--- src/rtl/missle_pkg.sv ---
// ============================================================================
// Module   : missle_pkg
// Purpose  : Shared coordinate width, default flight limits and slot state
//            encoding for the missile pool.
// Revision : 1.0 - initial release
// ============================================================================
`default_nettype none

package missle_pkg;

  localparam int COORD_W   = 12;
  localparam int Y_MIN_DEF = 80;
  localparam int Y_MAX_DEF = 704;

  typedef enum logic [0:0] {
    FREE = 1'b0,
    FLY  = 1'b1
  } slot_state_e;

  function automatic logic [3:0] popcount8(input logic [7:0] v);
    logic [3:0] cnt;
    cnt = 4'd0;
    for (int i = 0; i < 8; i++) begin
      cnt = cnt + {3'd0, v[i]};
    end
    return cnt;
  endfunction

endpackage

`default_nettype wire

--- src/rtl/missle_slot.sv ---
// ============================================================================
// Module   : missle_slot
// Purpose  : One missile: launched at Y_MAX with a latched x, climbs STEP
//            pixels per tick, retires at the top limit or on a hit.
// Revision : 1.0 - initial release
// ============================================================================
`default_nettype none

module missle_slot
  import missle_pkg::*;
#(
  parameter int Y_MIN = Y_MIN_DEF,
  parameter int Y_MAX = Y_MAX_DEF,
  parameter int STEP  = 1
) (
  input  logic               pclk,
  input  logic               rst,
  input  logic               launch,
  input  logic [COORD_W-1:0] launch_x,
  input  logic               tick,
  input  logic               hit,
  output logic               on,
  output logic [COORD_W-1:0] ypos,
  output logic [COORD_W-1:0] xpos
);

  localparam logic [COORD_W-1:0] YMAX_C  = COORD_W'(Y_MAX);
  localparam logic [COORD_W-1:0] CLEAR_C = COORD_W'(Y_MIN + STEP);
  localparam logic [COORD_W-1:0] STEP_C  = COORD_W'(STEP);

  slot_state_e        state_q, state_d;
  logic [COORD_W-1:0] ypos_q, ypos_d;
  logic [COORD_W-1:0] xpos_q, xpos_d;

  always_ff @(posedge pclk or negedge rst) begin
    if (!rst) begin
      state_q <= FREE;
      ypos_q  <= YMAX_C;
      xpos_q  <= '0;
    end else begin
      state_q <= state_d;
      ypos_q  <= ypos_d;
      xpos_q  <= xpos_d;
    end
  end

  always_comb begin
    state_d = state_q;
    ypos_d  = ypos_q;
    xpos_d  = xpos_q;
    case (state_q)
      FREE: begin
        if (launch) begin
          state_d = FLY;
          ypos_d  = YMAX_C;
          xpos_d  = launch_x;
        end
      end
      FLY: begin
        if (hit) begin
          state_d = FREE;
          ypos_d  = YMAX_C;
        end else if (tick) begin
          // Retire before the subtraction could take ypos under Y_MIN.
          if (ypos_q <= CLEAR_C) begin
            state_d = FREE;
            ypos_d  = YMAX_C;
          end else begin
            ypos_d = ypos_q - STEP_C;
          end
        end
      end
      default: state_d = FREE;
    endcase
  end

  assign on   = (state_q == FLY);
  assign ypos = ypos_q;
  assign xpos = xpos_q;

endmodule

`default_nettype wire

--- src/rtl/missle_pool_ctl.sv ---
// ============================================================================
// Module   : missle_pool_ctl
// Purpose  : Pool of N_MISSLES missile slots with fire arbitration, cooldown
//            and a shared movement tick. Define MISSLE_AUTOFIRE_EN for
//            repeat fire while the button is held.
// Revision : 1.0 - initial release
// ============================================================================
`default_nettype none

module missle_pool_ctl
  import missle_pkg::*;
#(
  parameter int N_MISSLES     = 4,
  parameter int COUNTER_LIMIT = 90000,
  parameter int STEP          = 1,
  parameter int Y_MIN         = Y_MIN_DEF,
  parameter int Y_MAX         = Y_MAX_DEF,
  parameter int COOLDOWN      = 16
) (
  input  logic                         pclk,
  input  logic                         rst,
  input  logic                         missle_button,
  input  logic [COORD_W-1:0]           player_xpos,
  input  logic [N_MISSLES-1:0]         hit,
  output logic [COORD_W*N_MISSLES-1:0] ypos_out,
  output logic [COORD_W*N_MISSLES-1:0] xpos_out,
  output logic [N_MISSLES-1:0]         on_out,
  output logic                         fire_ack,
  output logic                         fire_drop,
  output logic [3:0]                   active_cnt
);

  localparam int CNT_W = (COUNTER_LIMIT > 0) ? $clog2(COUNTER_LIMIT + 1) : 1;
  localparam int CD_W  = (COOLDOWN > 0) ? $clog2(COOLDOWN + 1) : 1;
  localparam logic [CNT_W-1:0] LIMIT_C    = CNT_W'(COUNTER_LIMIT);
  localparam logic [CD_W-1:0]  COOLDOWN_C = CD_W'(COOLDOWN);

  logic [CNT_W-1:0]     cnt_q, cnt_d;
  logic [CD_W-1:0]      cd_q, cd_d;
  logic                 btn_q;
  logic                 arm_q, arm_d;
  logic                 ack_q, drop_q;
  logic [3:0]           act_q;
  logic                 tick;
  logic                 req;
  logic                 any_free;
  logic                 accept;
  logic                 refuse;
  logic                 sel_found;
  logic [N_MISSLES-1:0] launch;
`ifdef MISSLE_AUTOFIRE_EN
  logic                 dropped_q, dropped_d;
`endif

  always_ff @(posedge pclk or negedge rst) begin
    if (!rst) begin
      cnt_q  <= '0;
      cd_q   <= '0;
      btn_q  <= 1'b0;
      arm_q  <= 1'b0;
      ack_q  <= 1'b0;
      drop_q <= 1'b0;
      act_q  <= 4'd0;
    end else begin
      cnt_q  <= cnt_d;
      cd_q   <= cd_d;
      btn_q  <= missle_button;
      arm_q  <= arm_d;
      ack_q  <= accept;
      drop_q <= refuse;
      act_q  <= popcount8(8'(on_out));
    end
  end

`ifdef MISSLE_AUTOFIRE_EN
  always_ff @(posedge pclk or negedge rst) begin
    if (!rst) begin
      dropped_q <= 1'b0;
    end else begin
      dropped_q <= dropped_d;
    end
  end
`endif

  always_comb begin
    tick  = (cnt_q == LIMIT_C);
    cnt_d = tick ? '0 : cnt_q + 1'b1;
    // A button still held across reset must be released once before it counts.
    arm_d = arm_q | ~missle_button;
`ifdef MISSLE_AUTOFIRE_EN
    req = missle_button & arm_q;
`else
    req = missle_button & ~btn_q & arm_q;
`endif
    any_free = ~&on_out;
    accept   = req && (cd_q == '0) && any_free;
`ifdef MISSLE_AUTOFIRE_EN
    refuse    = req && (cd_q == '0) && !any_free && !dropped_q;
    dropped_d = missle_button & (dropped_q | refuse) & ~accept;
`else
    refuse = req && (cd_q == '0) && !any_free;
`endif
    if (accept) begin
      cd_d = COOLDOWN_C;
    end else if (cd_q != '0) begin
      cd_d = cd_q - 1'b1;
    end else begin
      cd_d = cd_q;
    end
    launch    = '0;
    sel_found = 1'b0;
    for (int i = 0; i < N_MISSLES; i++) begin
      if (!sel_found && !on_out[i]) begin
        launch[i] = accept;
        sel_found = 1'b1;
      end
    end
  end

  generate
    for (genvar gi = 0; gi < N_MISSLES; gi++) begin : g_slot
      missle_slot #(
        .Y_MIN (Y_MIN),
        .Y_MAX (Y_MAX),
        .STEP  (STEP)
      ) u_slot (
        .pclk     (pclk),
        .rst      (rst),
        .launch   (launch[gi]),
        .launch_x (player_xpos),
        .tick     (tick),
        .hit      (hit[gi]),
        .on       (on_out[gi]),
        .ypos     (ypos_out[COORD_W*gi +: COORD_W]),
        .xpos     (xpos_out[COORD_W*gi +: COORD_W])
      );
    end
  endgenerate

  assign fire_ack   = ack_q;
  assign fire_drop  = drop_q;
  assign active_cnt = act_q;

endmodule

`default_nettype wire

--- config.mk ---
export PLATFORM = sky130hd
export DESIGN_NAME = missle_pool_ctl
export DESIGN_NICKNAME = d
export VERILOG_FILES = /design/src/rtl/missle_pkg.sv /design/src/rtl/missle_slot.sv /design/src/rtl/missle_pool_ctl.sv
export SDC_FILE = /design/constraint.sdc
export NUM_CORES = 1
export LEC_CHECK = 0
export ABC_AREA = 1
export CAP_MARGIN = 20
export CORE_AREA = 2 2 112 114
export DETAILED_ROUTE_END_ITERATION = 6
export DIE_AREA = 0 0 114 116
export HOLD_SLACK_MARGIN = 0.12
export PLACE_DENSITY = 0.84
export SKIP_LAST_GASP = 1
export SLEW_MARGIN = 20
export SYNTH_ARGS = -nofsm -noshare
export SYNTH_HDL_FRONTEND = slang
export SYNTH_HIERARCHICAL = 1
export SYNTH_SLANG_ARGS = --single-unit
--- constraint.sdc ---
create_clock -name pclk -period 4.8 [get_ports pclk]
set_input_delay 0.96 -clock pclk [delete_from_list [all_inputs] [get_ports pclk]]
set_output_delay 0.96 -clock pclk [all_outputs]
set_load 0.1 [all_outputs]
After elaboration in Yosys (flattened, before gate mapping)
Index checks and enable logic that the tools add are counted.
- flip-flop bits (word level): 130
- input bits: 19
- output and inout port bits: 106
- word-level logic and storage cells: 124
- $add $sub $neg: 9
- magnitude comparators: 4
- eq/ne operators: 9
- mux-type cells: 50
- bitwise operators: 9
- reductions and logical operators: 24
- operators with widths (operator ; count):
    two-way mux 12 bit ; 16
    one-hot mux 12 bit (2 select lines) ; 4
    less-or-equal comparator 12 x 7 -> 1 bit (second input constant) ; 4
    subtractor 12 x 1 -> 12 bit (second input constant) ; 4
    two-way mux 1 bit ; 23
    adder 17 x 1 -> 17 bit (second input constant) ; 1
    equality test 17 bit (second input constant) ; 1
    two-way mux 17 bit ; 1
    AND reduction 2 bit ; 8
    two-way mux 5 bit ; 2
    != test 3 bit (second input constant) ; 3
    != test 2 x 1 -> 1 bit (second input constant) ; 4
    one-hot mux 1 bit (2 select lines) ; 4
    logical AND 1 bit ; 6
    zero test 1 bit ; 6
    inverter 1 bit ; 6
    zero test 5 bit ; 1
    nonzero test 5 bit ; 1
    subtractor 5 x 1 -> 5 bit (second input constant) ; 1
    adder 3 x 1 -> 4 bit ; 1
    AND reduction 4 bit ; 1
    adder 2 x 1 -> 3 bit ; 1
    != test 3 x 2 -> 1 bit (second input constant) ; 1
    adder 1 x 1 -> 2 bit ; 1
    other kinds (3) ; 4

Depth between registers and ports, before layout
Gate-level depths: netlist of run 1.
- depth after elaboration: 11
- mapped depth: 14
- depth with buffers taken out: 14

Cells and area by module
Netlist of run 1, hierarchy kept.
- modules (own cells, without submodules) (module ; times used ; cells an instance ; area each (um^2) ; seq. area each (um^2)):
    missle_slot ; 4 ; 162 ; 1261.2 ; 629.4
    missle_pool_ctl ; 1 ; 198 ; 1580.3 ; 725.7

Worst setup path after synthesis of run 1
OpenSTA, ideal clock, no wires.
- path kind: reg-to-reg
- from: register g_slot[0].u_slot.state_q
- to: register g_slot[2].u_slot.ypos_q[6]
- setup time: 80 ps
- arrival: 2280 ps
- data required time: 4720 ps
- path slack: 2440 ps
- cell stages (with the launch flop): 10
- path buffers: 0
- period minus slack after synthesis: 2360 ps
- path through: dfrtp_1 ha_1 nand3_1 nand3_2 nor3_1 nand2_1 nand2_1 nand3_1 xor2_1 nand2_1
- cells in the longest elaborated chain, start to end: 7
- elaborated cells on any way between the ends: 11
- classes of those cells: eq/ne (1); mux (3); reduce/logical (7)
- RTL lines (element ; RTL line ; source):
    from (decl) ; missle_slot.sv:31 ; slot_state_e state_q, state_d;
    from (signal assigned) ; missle_slot.sv:41 ; state_q <= state_d;
    two-way mux 1 bit or logical AND 1 bit (tied branches) ; missle_pool_ctl.sv:113 ; if (!sel_found && !on_out[i]) begin
    two-way mux 1 bit ; missle_pool_ctl.sv:113 ;
    zero test 1 bit ; missle_pool_ctl.sv:113 ;
    logical AND 1 bit ; missle_pool_ctl.sv:113 ;
    two-way mux 1 bit * ; missle_pool_ctl.sv:113 ;
    net launch[2] ; missle_pool_ctl.sv:50 ; logic [N_MISSLES-1:0] launch;
    != test 2 x 1 -> 1 bit (no line) * ; n/a ;
    AND reduction 2 bit (no line) * ; n/a ;
    to (signal assigned) ; missle_slot.sv:42 ; ypos_q <= ypos_d;
    to (decl) ; missle_slot.sv:32 ; logic [COORD_W-1:0] ypos_q, ypos_d;
Mark *: on every way through the listed nets, which the timed path passes. The rest lies on a longest branch.
A chain may end at the register's enable or synchronous reset.

Worst setup path in the final report of run 1
- from: register g_slot[2].u_slot.ypos_q[6]
- to: output ypos_out[30]
- RTL lines (element ; RTL line ; source):
    to (decl) ; missle_pool_ctl.sv:25 ; output logic [COORD_W*N_MISSLES-1:0] ypos_out,
No word-level cell between the ends.

==> impl_metrics.toml, run 1 <==
[clock_tree]
clk_latency_ns = 0.42
root_buffer = "clkbuf_16"
cts_tree = "built"
cts-hold-fix-buffers = 0
cts_resized = 0
cts_setup_buffers = 0
htreeDepth = 4
numClockSinks = 129
clkTransAtPathRegs_ns = 0.06
numCtsBuffers = 17
clockBufferDepth = 2

[die]
coreArea_um2 = 11910
rows = 40
initial_core_util = 0.5562
io_pins = 125
fp.dieH_um = 116
fp.dieW_um = 114
die-area_um2 = 13220

[routing]
ant_nets = 0
dr.pass1.iters = 7
wl_per_cell_um = 14.86
drt-total-wl_um = 16950
vias = 5901
drt_iter0_markers = 384
drc_errors = 1
routed_via_density = 5.172

[critical_path]
start_kind = "register"
crit_chain = "clkdlybuf4s50_1"
critical_path_class = "reg2out"
crit_path_max_fanout = 6
path_buf_inv = 1
crit_family = "buffers and inverters"
slowest_stage = "clkdlybuf4s50_1"
critPathRequiredTime_ns = 3.84
crit_path_max_incr_delay_ns = 1.15
worst_ep_arrival_time_ns = 2.16
cp-end-kind = "output pin"

[timing]
rsz0062_at_grt = "false"
setup_violations = 0
post-route-period-util = 0.6501
fin_skew_ns = 0.01012
worst_slew_pin_slew_ns = 1.047
hold_viol = 0
relSlewSlack = 0.2997
post-route-min-period_ns = 3.120
maxSlewViolCount = 0
max_freq_mhz = 320.5
fin_tns_setup_ns = 0

[layout]
fin_util = 0.7238
n_antenna_cell = 0
area_growth_pct = 30.14
final_common_cell = "nand2_1"
drive_above_1_share = 0.08249
fin_nets = 1017
final_cell_mix = "nand2_1 (314), clkdlybuf4s50_1 (122), dfrtp_1 (117)"
fin_area_um2 = 8622
stdcell_count = 1141

[synthesis]
synth_compound_area_frac = 0.04854
synth_xor_area_frac = 0.03834
syn_inst = 846
ys_ff_latch = 129
synthAdderAreaFrac = 0.03324
syn-cell-area_um2 = 6625
netlist-cell-type-count = 31
ys.flop_type = "dfrtp_1"
yosys-top-cells-area = "dfrtp_1 (44%), nand2_1 (18%), nor2_1 (5.3%), inv_1 (5.3%), dfstp_2 (4.8%)"
synth_warnings = 6
synth_edf_count = 0
synthSimpleGateAreaFrac = 0.3250
yosysTopAreaCellShare = 0.4419
syn_avg_cell_area_um2 = 7.831
synth_top_family_by_area = "simple AND/OR/NAND/NOR gates"
synth_mux_area_frac = 0
yosys.area.top_type = "dfrtp_1"
ys_seq_area_frac = 0.4895
synth-async-reset-ratio = 1.000
synth_nets = 882

[place]
io_buffers = 123
dpl_cell_area_um2 = 8010
post-place-cells = 1109
dp_hpwl_um = 11750
place_congestion = 0.9104

[global_routing]
antenna_found_initial = 0
overflow = 0
grt_pass1_wl_um = 27630
grt_usage = 0.2681
grt_max_degree = 57
grt_pass1_vias = 5806

[pwr]
power_density_nw_per_um2 = 556.6
internal_power_mw = 2.588
ir_worst_vdd_uv = 661.0
leakage_nw = 4.337
p_total_mw = 4.799
p_sw_frac = 0.4607
pwr-share-comb = 0.420
switching_power_mw = 2.211
p_clk_frac = 0.277
power_frac_seq = 0.303

[min_path]
holdCritPathClass = "reg2reg"

[outcome]
violations = "design-rule violations"
status = "finished with violations"

[run]
cap_violations = 0
final timing paths:
path / from / end / slack, ns / depth (start not counted)
max in group asynchronous: rst / g_slot[1].u_slot/ypos[9]$_DFFE_PN1P_ / 3.21 / 2
hold reg to reg: arm_q$_DFF_PN0_ / arm_q$_DFF_PN0_ / 0.46 / 2
setup reg to reg: cd_q[0]$_DFFE_PN0P_ / g_slot[3].u_slot/ypos[11]$_DFFE_PN0P_ / 2.20 / 11
min in group asynchronous: rst / g_slot[0].u_slot/ypos[2]$_DFFE_PN0P_ / 0.61 / 1
setup / recovery: g_slot[2].u_slot/ypos[6]$_DFFE_PN1P_ / ypos_out[30] / 1.68 / 1
hold / removal: arm_q$_DFF_PN0_ / arm_q$_DFF_PN0_ / 0.46 / 2
metal layers:
| layer | vias up | track usage | share of wire |
|---|---|---|---|
| li1 | 2906 | - | - |
| met1 | 2782 | 0.3326 | 0.42 |
| met2 | 177 | 0.4349 | 0.49 |
| met3 | 36 | 0.09100 | 0.072 |
| met4 | 0 | 0.1081 | 0.025 |
| met5 | - | 0 | 0 |
cell type report:
type	count	area, um^2
clock inverter	12	155.1
inverter	103	386.6
fill	866	3289
clock buffer	20	456.7
tap	147	183.9
sequential	129	3243
timing repair buffer	125	1244
multi-input combinational	605	2953
state kept, by name (all words and copies together), names as in the netlist:
signal              count
g_slot.u_slot/xpos     48
g_slot.u_slot/ypos     48
cnt_q                  17
cd_q                    5
g_slot.u_slot/on        4
active_cnt              3
arm_q                   1
btn_q                   1
fire_ack                1
fire_drop               1
metrics by stage:
step | setup slack (ns) | hold slack [ns]
2_1_floorplan | 2.440 | 0.4263
3_3_place_gp | 1.689 | 0.4497
3_5_place_dp | 1.631 | 0.4494
4_1_cts | 1.667 | 0.4614
5_1_grt | 1.635 | 0.5000
6_report | 1.680 | 0.4620
Yosys cell counts (3+ instances only):
cell type,instances
nand2_1,314
dfrtp_1,117
nor2_1,94
inv_1,93
nand3_1,36
o21ai_1,24
xor2_1,20
a21oi_1,19
ha_1,16
dfstp_2,12
nand4_1,12
o22ai_1,12
inv_2,10
xnor2_1,9
nand3_2,7
nor2_4,6
nand3b_1,5
and2_1,4
buf_2,4
clkbuf_1,4
nand2_2,4
nand3_4,4
nor2_2,4
o21ai_0,4
or2_1,4
nor3_1,3
cell families after synthesis:
group | after synthesis
buffers and inverters | 112
XOR/XNOR | 29
flip-flops | 129
other | 1
AO/OA/AOI/OAI | 60
adder cells (fa/ha/maj) | 17
AND/OR/NAND/NOR | 498
power by group through the flow:
stage	Sequential, mW	Combinational, mW	Clock [mW]
after floorplan	2.52	0.446	0
after global placement	1.46	1.97	0
after detailed placement	1.46	2.00	0
after CTS	1.45	2.02	1.35
after global routing	1.47	2.11	1.40
final	1.45	2.02	1.33
Note: power is estimated with default switching activity, not from simulation.
==> run 2: changes to the inputs <==
CORE_AREA = 2 2 121 123   (was 2 2 112 114)
DIE_AREA = 0 0 123 125   (was 0 0 114 116)
PLACE_DENSITY = 0.76   (was 0.84)
clock period = 2.7 ns   (was 4.8 ns; I/O delays follow)
==> run 2 against run 1 <==
Net effect:
- the flow now finishes without violations
- hold slack lost 0.29 ns
- die area grew 16%
- utilization shrank 13 points
- combinational power grew 72%
- power grew 75%
- final area shrank 1.7%
- clock-buffer cell count shrank 3
- highest routed layer unchanged
==> impl_metrics.toml, run 2 (same netlist as run 1, synthesis figures left out) <==
[clock_tree]
htreeDepth = 4
numClockSinks = 129
cts-hold-fix-buffers = 0
root_buffer = "clkbuf_16"
numCtsBuffers = 17
cts_resized = 0
cts_setup_buffers = 0
clk_latency_ns = 0.42
clockBufferDepth = 2
clkTransAtPathRegs_ns = 0.06
cts_tree = "built"

[pwr]
pwr-share-comb = 0.414
leakage_nw = 4.548
power_frac_seq = 0.306
power_density_nw_per_um2 = 988.8
p_clk_frac = 0.280
internal_power_mw = 4.471
p_sw_frac = 0.4665
switching_power_mw = 3.910
ir_worst_vdd_uv = 1212

[min_path]
holdCritPathClass = "in2async"

[routing]
drt_iter0_markers = 372
dr.pass1.iters = 5
vias = 5772
wl_per_cell_um = 13.37
ant_nets = 0
drt-total-wl_um = 15860
routed_via_density = 4.867
drc_errors = 0

[layout]
fin_nets = 1025
final_cell_mix = "nand2_1 (314), dfrtp_1 (117), buf_4 (115)"
final_common_cell = "nand2_1"
stdcell_count = 1186
area_growth_pct = 27.93
n_antenna_cell = 0
drive_above_1_share = 0.1956
fin_area_um2 = 8476

[place]
place_congestion = 0.8565
dpl_cell_area_um2 = 7866
post-place-cells = 1154
dp_hpwl_um = 11720
io_buffers = 123

[global_routing]
grt_pass1_vias = 5376
overflow = 0
grt_usage = 0.2166
grt_max_degree = 54
grt_pass1_wl_um = 26110
antenna_found_initial = 0

[die]
rows = 44
coreArea_um2 = 14200
fp.dieH_um = 125
io_pins = 125
fp.dieW_um = 123
die-area_um2 = 15380
initial_core_util = 0.4664

[critical_path]
crit_top_cell = "nand2_1"
start_kind = "register"
crit_path_max_fanout = 6
crit_path_max_incr_delay_ns = 0.39
critPathRequiredTime_ns = 3.04
worst_ep_arrival_time_ns = 2.57
cp-end-kind = "register"
crit_chain = "inv_1 > ha_1 > nand3b_1 > inv_1 > nand3_2 > nor3_1 > nand2_1 > nand2_1 > nand3_1 > xor2_1 > nand2_1"
critical_path_class = "reg2reg"
slowest_stage = "dfrtp_1"

[timing]
relSlewSlack = 0.5300
max_freq_mhz = 449.3
setup_violations = 0
post-route-period-util = 0.8243
maxSlewViolCount = 0
rsz0062_at_grt = "false"
post-route-min-period_ns = 2.226
fin_tns_setup_ns = 0
hold_viol = 0
worst_slew_pin_slew_ns = 0.7050
fin_skew_ns = 0.009927

[run]
cap_violations = 0

[outcome]
status = "complete, no violations"
run 2: changes by cell type in the layout (fill, tap and decap cells not counted):
cell,change
buf_4,+112
clkdlybuf4s50_1,-105
clkinv_4,+3
clkbuf_8,-2
buf_12,+1
clkbuf_1,-1
clkinv_2,-1
clkinvlp_4,+1
run 2: routing by layer:
| metal | vias up | routed length [um] | share of wire | global-route usage |
|---|---|---|---|---|
| met3 | 29 | 1189 | 0.075 | 0.07847 |
| met4 | 0 | 368 | 0.023 | 0.07888 |
| met2 | 147 | 7194 | 0.45 | 0.3156 |
| li1 | 2915 | - | - | - |
| met5 | - | 0 | 0 | 0 |
| met1 | 2681 | 7107 | 0.45 | 0.2977 |
run 2: worst paths after layout:
check | start | slack, ns | end | depth (start not counted)
worst min register to register | arm_q$_DFF_PN0_ | 0.46 | arm_q$_DFF_PN0_ | 2
worst min-delay path | rst | 0.17 | g_slot[2].u_slot/ypos[2]$_DFFE_PN0P_ | 1
min in group pclk | arm_q$_DFF_PN0_ | 0.46 | arm_q$_DFF_PN0_ | 2
worst max-delay path | cd_q[0]$_DFFE_PN0P_ | 0.47 | g_slot[3].u_slot/ypos[6]$_DFFE_PN1P_ | 11
max in group asynchronous | rst | 1.78 | g_slot[3].u_slot/ypos[6]$_DFFE_PN1P_ | 2
worst max register to register | cd_q[0]$_DFFE_PN0P_ | 0.47 | g_slot[3].u_slot/ypos[6]$_DFFE_PN1P_ | 11
run 2: through the flow:
step	util	hold slack, ns	power [mW]	setup WS, ns
finish	0.5967	0.1731	8.381	0.4743
global route	0.5967	0.2217	8.761	0.1632
CTS	0.5967	0.1882	8.440	0.4159
detailed placement	0.5538	0.4473	6.057	0.08862
global placement	0.5538	0.4487	6.028	0.1587
floorplan	-	0.2444	5.275	0.3396
run 2: cell type report:
type	instances	area, um^2
tap	184	230.2
multi-input combinational	605	2953
inverter	103	386.6
clock inverter	15	183.9
fill	1268	5728
sequential	129	3243
clock buffer	17	425.4
timing repair buffer	133	1054
run 2: worst max-delay path: cells and delay by family, from the launching register on:
kind / cells / cell delay [ns]
AND/OR/NAND/NOR: 7 / 1.20
flip-flops: 1 / 0.39
buffers and inverters: 2 / 0.22
adder cells (fa/ha/maj): 1 / 0.20
XOR/XNOR: 1 / 0.15
run 2: power groups by stage:
stage	Sequential, mW	Clock (mW)	Combinational (mW)
CTS	2.57	2.39	3.48
global placement	2.59	0	3.44
detailed placement	2.58	0	3.48
floorplan	4.48	0	0.793
finish	2.57	2.34	3.47
global route	2.61	2.50	3.65
